$ cat src/rtl/serial_add_seq.sv
// serial_add_seq: bit-serial sequencer that drives an external 1-bit adder cell LSB first
// and assembles a WIDTH-bit sum. Define SERIAL_ADD_OVF_EN to add the signed-overflow output ovf.
module serial_add_seq #(
    parameter int unsigned WIDTH = 8
) (
    input  logic             clk,
    input  logic             rst,
    input  logic             start,
    input  logic [WIDTH-1:0] op_a,
    input  logic [WIDTH-1:0] op_b,
    input  logic             cin,
    output logic             busy,
    output logic             done,
    output logic [WIDTH-1:0] result,
    output logic             cout,
    output logic             add_a,
    output logic             add_b,
    output logic             add_ci,
    input  logic             add_sum,
`ifdef SERIAL_ADD_OVF_EN
    input  logic             add_co,
    output logic             ovf
`else
    input  logic             add_co
`endif
);

    localparam int unsigned   CW   = $clog2(WIDTH + 1);
    localparam logic [CW-1:0] LAST = CW'(WIDTH - 1);

    typedef enum logic [1:0] {
        IDLE,
        RUN,
        DONE
    } state_t;

    state_t           state, state_nx;
    logic [WIDTH-1:0] sa, sb;
    logic             carry_q;
    logic [CW-1:0]    cnt;
    logic             accept;
    logic             last;
    logic [WIDTH-1:0] res_sh;

    always_ff @(posedge clk) begin
        if (rst) state <= IDLE;
        else     state <= state_nx;
    end

    always_comb begin
        state_nx = state;
        busy     = 1'b0;
        done     = 1'b0;
        add_a    = 1'b0;
        add_b    = 1'b0;
        add_ci   = 1'b0;
        accept   = 1'b0;
        last     = (cnt == LAST);
        // The concatenation shift keeps WIDTH=1 legal (no empty result slice).
        res_sh   = WIDTH'({add_sum, result} >> 1);
        case (state)
            IDLE: begin
                if (start) begin
                    accept   = 1'b1;
                    state_nx = RUN;
                end
            end
            RUN: begin
                busy   = 1'b1;
                add_a  = sa[0];
                add_b  = sb[0];
                add_ci = carry_q;
                if (last) state_nx = DONE;
            end
            DONE: begin
                done = 1'b1;
                if (start) begin
                    accept   = 1'b1;
                    state_nx = RUN;
                end else begin
                    state_nx = IDLE;
                end
            end
            default: state_nx = IDLE;
        endcase
    end

    always_ff @(posedge clk) begin
        if (rst) begin
            sa      <= '0;
            sb      <= '0;
            carry_q <= 1'b0;
            cnt     <= '0;
            result  <= '0;
            cout    <= 1'b0;
`ifdef SERIAL_ADD_OVF_EN
            ovf     <= 1'b0;
`endif
        end else if (accept) begin
            sa      <= op_a;
            sb      <= op_b;
            carry_q <= cin;
            cnt     <= '0;
            result  <= '0;
        end else if (state == RUN) begin
            result  <= res_sh;
            carry_q <= add_co;
            sa      <= sa >> 1;
            sb      <= sb >> 1;
            cnt     <= cnt + CW'(1);
            if (last) begin
                cout <= add_co;
`ifdef SERIAL_ADD_OVF_EN
                // carry_q here is the carry into the MSB
                ovf  <= add_co ^ carry_q;
`endif
            end
        end
    end

endmodule

$ cat config.mk
export PLATFORM = sky130hd
export DESIGN_NAME = serial_add_seq
export DESIGN_NICKNAME = d
export VERILOG_FILES = /design/src/rtl/serial_add_seq.sv
export SDC_FILE = /design/constraint.sdc
export NUM_CORES = 1
export LEC_CHECK = 0
export ABC_CLOCK_PERIOD_IN_PS = 1800
export CORE_ASPECT_RATIO = 0.7
export CORE_MARGIN = 8
export CORE_UTILIZATION = 25
export DETAILED_ROUTE_END_ITERATION = 12
export GPL_ROUTABILITY_DRIVEN = 1
export PLACE_DENSITY = 0.45
export SLEW_MARGIN = 5
export SYNTH_ARGS = -nofsm -noshare
export SYNTH_HDL_FRONTEND = slang
export SYNTH_SLANG_ARGS = --single-unit
$ cat constraint.sdc
create_clock -name clk -period 1.8 [get_ports clk]
set_clock_uncertainty 0.2 [all_clocks]
set_input_delay 0.36 -clock clk [delete_from_list [all_inputs] [get_ports clk]]
set_output_delay 0.36 -clock clk [all_outputs]
set_load 0.005 [all_outputs]
# --- Yosys cells after proc, flatten, opt, wreduce, memory -nomap -nowiden ---
# Index checks and enable logic that the tools add are counted.
word_totals:
  ff_bits: 32
  latchBits: 0
  ramBits: 0
  rom_bits: 0
  input_bits: 22
  word_cells: 37
  n_memories: 0
classes:
  add_sub_neg: 1
  n_mul: 0
  div: 0
  n_lt_le_gt_ge: 0
  eq_ne: 5
  shifts: 0
  n_mux: 17
  bitwise: 1
  reduce_logical: 6
ops:
  columns: ["cell", "count"]
  rows:
  - ["8-bit 2-to-1 mux", 4]
  - ["1-bit 2-to-1 mux", 10]
  - ["2-bit one-hot mux with 3 select lines", 1]
  - ["4-bit by 1-bit adder with 4-bit output (second input constant)", 1]
  - ["4-bit by 3-bit equality test with 1-bit output (second input constant)", 1]
  - ["2-bit 2-to-1 mux", 2]
  - ["2-bit inequality test (second input constant)", 2]
  - ["2-bit OR reduction", 2]
  - ["3-bit AND reduction", 1]
  - ["2-bit by 1-bit equality test with 1-bit output (second input constant)", 1]
  - ["2-bit equality test (second input constant)", 1]
  - ["2-bit zero test", 1]
  - ["2-bit AND reduction", 1]
  - ["2-bit nonzero test", 1]
  - ["1-bit inverter", 1]

# --- Depth between registers and ports, before layout ---
# Gate-level depths: netlist of the first run.
logic_depth:
  ltp_word: 5
  ltp_mapped: 5
  ltp_nobuf: 4

# --- Worst setup path after synthesis of the first run ---
# Ideal clock, no wire load.
synth_timing:
  path_type: "reg-to-output"
  start: "register state[1]"
  end: "output add_a"
  t_arrival_ns: 0.887
  slack_ns: 0.353
  stages_incl_launch_ff: 5
  cell_sequence: "dfxtp_1 nand2b_2 inv_1 buf_2 and2_1"
synth_between:
  elab_chain_cells: 2
synth_rtl:
  columns: ["item", "line_no", "source"]
  rows:
  - ["start, declared", "37", "state_t state, state_nx;"]
  - ["start signal, assigned", "47", "else state <= state_nx;"]
  - ["2-bit by 1-bit equality test with 1-bit output", "61", "case (state)"]
  - ["1-bit 2-to-1 mux", "61", null]
  - ["end, declared", "16", "output logic add_a,"]
# Every way passes these cells.

# --- Final worst setup path of the first run ---
# Ends and elaborated chain as after synthesis.

==> out/metrics.yaml, run 1 <==
path_cells: "nand2b_4 -> inv_4 -> buf_4 -> and2_1 -> buf_2"
start_util_pct: 26.2
finalSetupViolCount: 0
end_kind: "output port"
drive_gt1_share_pct: 13.6
placedCellCount: 258
grt_use_total_pct: 9.51
ys_top_cells_by_area: "dfxtp_1, nor3_1, nand2_1"
cpMaxStageDelayCell: "dfxtp_2"
synth_cells: 153
postSynthNetCount: 176
whs_path_depth: 2
dp_slack_ns: -0.0485
cts_hold_buffers: 0
clock_sinks: 32
slew_headroom_pct: 79.0
layout_setup_ws_ns: 0.0604
r2r_end: "cnt[3]"
core_mm2: 0.00483
synth_seq_cells: 32
fin_cells: 267
holdCritStartpoint: "result[0]"
port_buffers: 35
final_antenna_net_count: 0
yosysTopAreaCell: "dfxtp_1"
die_h_um: 75.5
ys_warn_count: 0
grt_overflow: 0
antenna_found_initial: 0
grt_max_degree: 31
routedWlPerCell_um: 12.8
tns_ns: 0
cts_tree: "built"
start_kind: "flip-flop"
drc: 0
stdcell_area_mm2: 0.00183
drt_iter0_drc: 39
dr.pass1.iters: 4
synth.avg_cell_area_um2: 8.27
wirelength_um: 3410
fin_crit_ns: 1.74
n_antenna_cell: 0
dp_hpwl_um: 2420
finalPower_mw: 1.53
synth.cell_area_mm2: 0.00126
routed_via_density: 4.55
numCtsBuffers: 5
worst_pin_slew_ns: 0.315
clk_latency_ns: 0.28
num_rows: 21
slowest_delay_ns: 0.33
critPathKind: "flip-flop to output port"
required_ns: 1.24
grt_pass1_vias: 1171
synth_cell_types: 24
hold_class: "flip-flop to flip-flop"
powerDensity_mw_per_mm2: 833
fin_crit_sh_pct: 96.6
r2r_setup_slack_ns: 0.31
min_to: "result[0]"
r2r_start: "state[1]"
hold_viol_final: 0
final.fill_count: 515
cp_num_buf_inv: 3
nets: 221
vias: 1215
ioPinCount: 36
cts_max_path_buffers: 2
syn2layout_area_growth_pct: 44.9
yosysTopAreaCellShare_pct: 50.6
crit_arrival_ns: 1.18
placed_area_mm2: 0.00175
run_status: "finished, final reports clean"
gp_congestion: 0.760
htreeDepth: 2
hold_slack_ns: 0.255
final_core_util_pct: 37.9
grt_pass1_wl_um: 5560
rr_worst_depth: 4
crit_path_max_fanout: 5
fmax_mhz: 575
cp_top_family: "flip-flops"
die_area_mm2: 0.00763
path_clk_slew_ns: 0.06
report.final.slew_viol_count: 0
cts_root_buf: "clkbuf_8"
rsz0062_at_grt: "no"
die_x_um: 101
leakage_nw: 0.677
yosysSeqAreaShare_pct: 50.6
maxCapViolCount: 0
irDropWorstVdd_mv: 0.310
==> final cells by class <==
class                      instances  area, um^2  share of cell area, %
clock buffer                       6        72.6                   3.96
clock inverter                     1        5.00                  0.273
inverter                           3        13.8                  0.751
multi-input combinational        106         556                   30.3
sequential                        32         642                   35.0
tap                               69        86.3                   4.71
timing repair buffer              50         458                   25.0
==> power by group <==
part / switching [mW] / internal, mW / leakage [nW]
Sequential: 0.0225 / 0.749 / 0.263
Clock: 0.246 / 0.262 / 0.0410
Combinational: 0.118 / 0.128 / 0.373
Total: 0.386 / 1.14 / 0.677
==> logic make-up (layout without fill, tap and decap cells) <==
group	count (synthesis)	after routing	share of synthesized area [%]
adder cells (fa/ha/maj)	1	1	0.989
buffers and inverters	15	60	5.84
AO/OA/AOI/OAI	35	35	15.4
XOR/XNOR	2	2	1.39
multiplexers	1	1	0.791
flip-flops	32	32	50.6
AND/OR/NAND/NOR	67	67	24.9
==> synth_stat cells (all sizes together) <==
master	number
a21oi	14
a22oi	1
a31oi	4
and2	3
buf	9
clkbuf	3
dfxtp	32
ha	1
inv	3
mux2i	1
nand2	28
nand2b	2
nand3	3
nand3b	2
nor2	3
nor2b	2
nor3	22
o21ai	6
o22ai	10
or3	2
xnor2	1
xor2	1
==> placed cells by master, fill, tap and decap left out, drive strengths merged <==
cell type	instances
a21oi	14
a22oi	1
a31oi	4
and2	3
buf	16
clkbuf	8
clkdlybuf4s50	30
clkinv	1
dfxtp	32
dlygate4sd2	2
ha	1
inv	3
mux2i	1
nand2	28
nand2b	2
nand3	3
nand3b	2
nor2	3
nor2b	2
nor3	22
o21ai	6
o22ai	10
or3	2
xnor2	1
xor2	1
==> what timing repair did <==
action                     4_1_cts  5_1_grt
gates resized for setup         14        2
setup endpoints to repair        5        2
buffers inserted                 2        0
==> how the worst max path moves through the flow <==
stage / from / to / depth (start not counted)
after detailed placement: state[1] / add_a / 4
after floorplan: state[1] / add_a / 4
after CTS: state[1] / add_b / 5
final: state[1] / add_a / 5
after global routing: state[1] / add_a / 5
after global placement: state[1] / add_a / 4
==> layer usage <==
layer	share of wire (%)	up-vias	GRT usage (%)
met1	47	557	11.5
met5	0	-	0
met4	2.3	0	5.91
met3	4.4	7	2.74
li1	-	622	-
met2	46	29	14.8
==> tightest hold or removal path, stage by stage, from the launching register on <==
cell     delay (ns)
dfxtp_1        0.31
nand2_1        0.05
a21oi_1        0.05
==> state kept, by name, indices dropped and copies added, names as in the netlist <==
register  cells
carry_q       1
cnt           4
cout          1
result        8
sa            8
sb            8
state         2
(Power assumes the default switching activity.)
==> run 2, diff against run 1 <==
--- a/config.mk
+++ b/config.mk
@@ -9,6 +9,7 @@
 export CORE_ASPECT_RATIO = 0.7
 export CORE_MARGIN = 8
 export CORE_UTILIZATION = 25
+export CTS_CLUSTER_DIAMETER = 30
 export DETAILED_ROUTE_END_ITERATION = 12
 export GPL_ROUTABILITY_DRIVEN = 1
 export PLACE_DENSITY = 0.45
==> results of run 2 <==
Same layout as run 1: the final DEF is identical, and so are final timing and power.
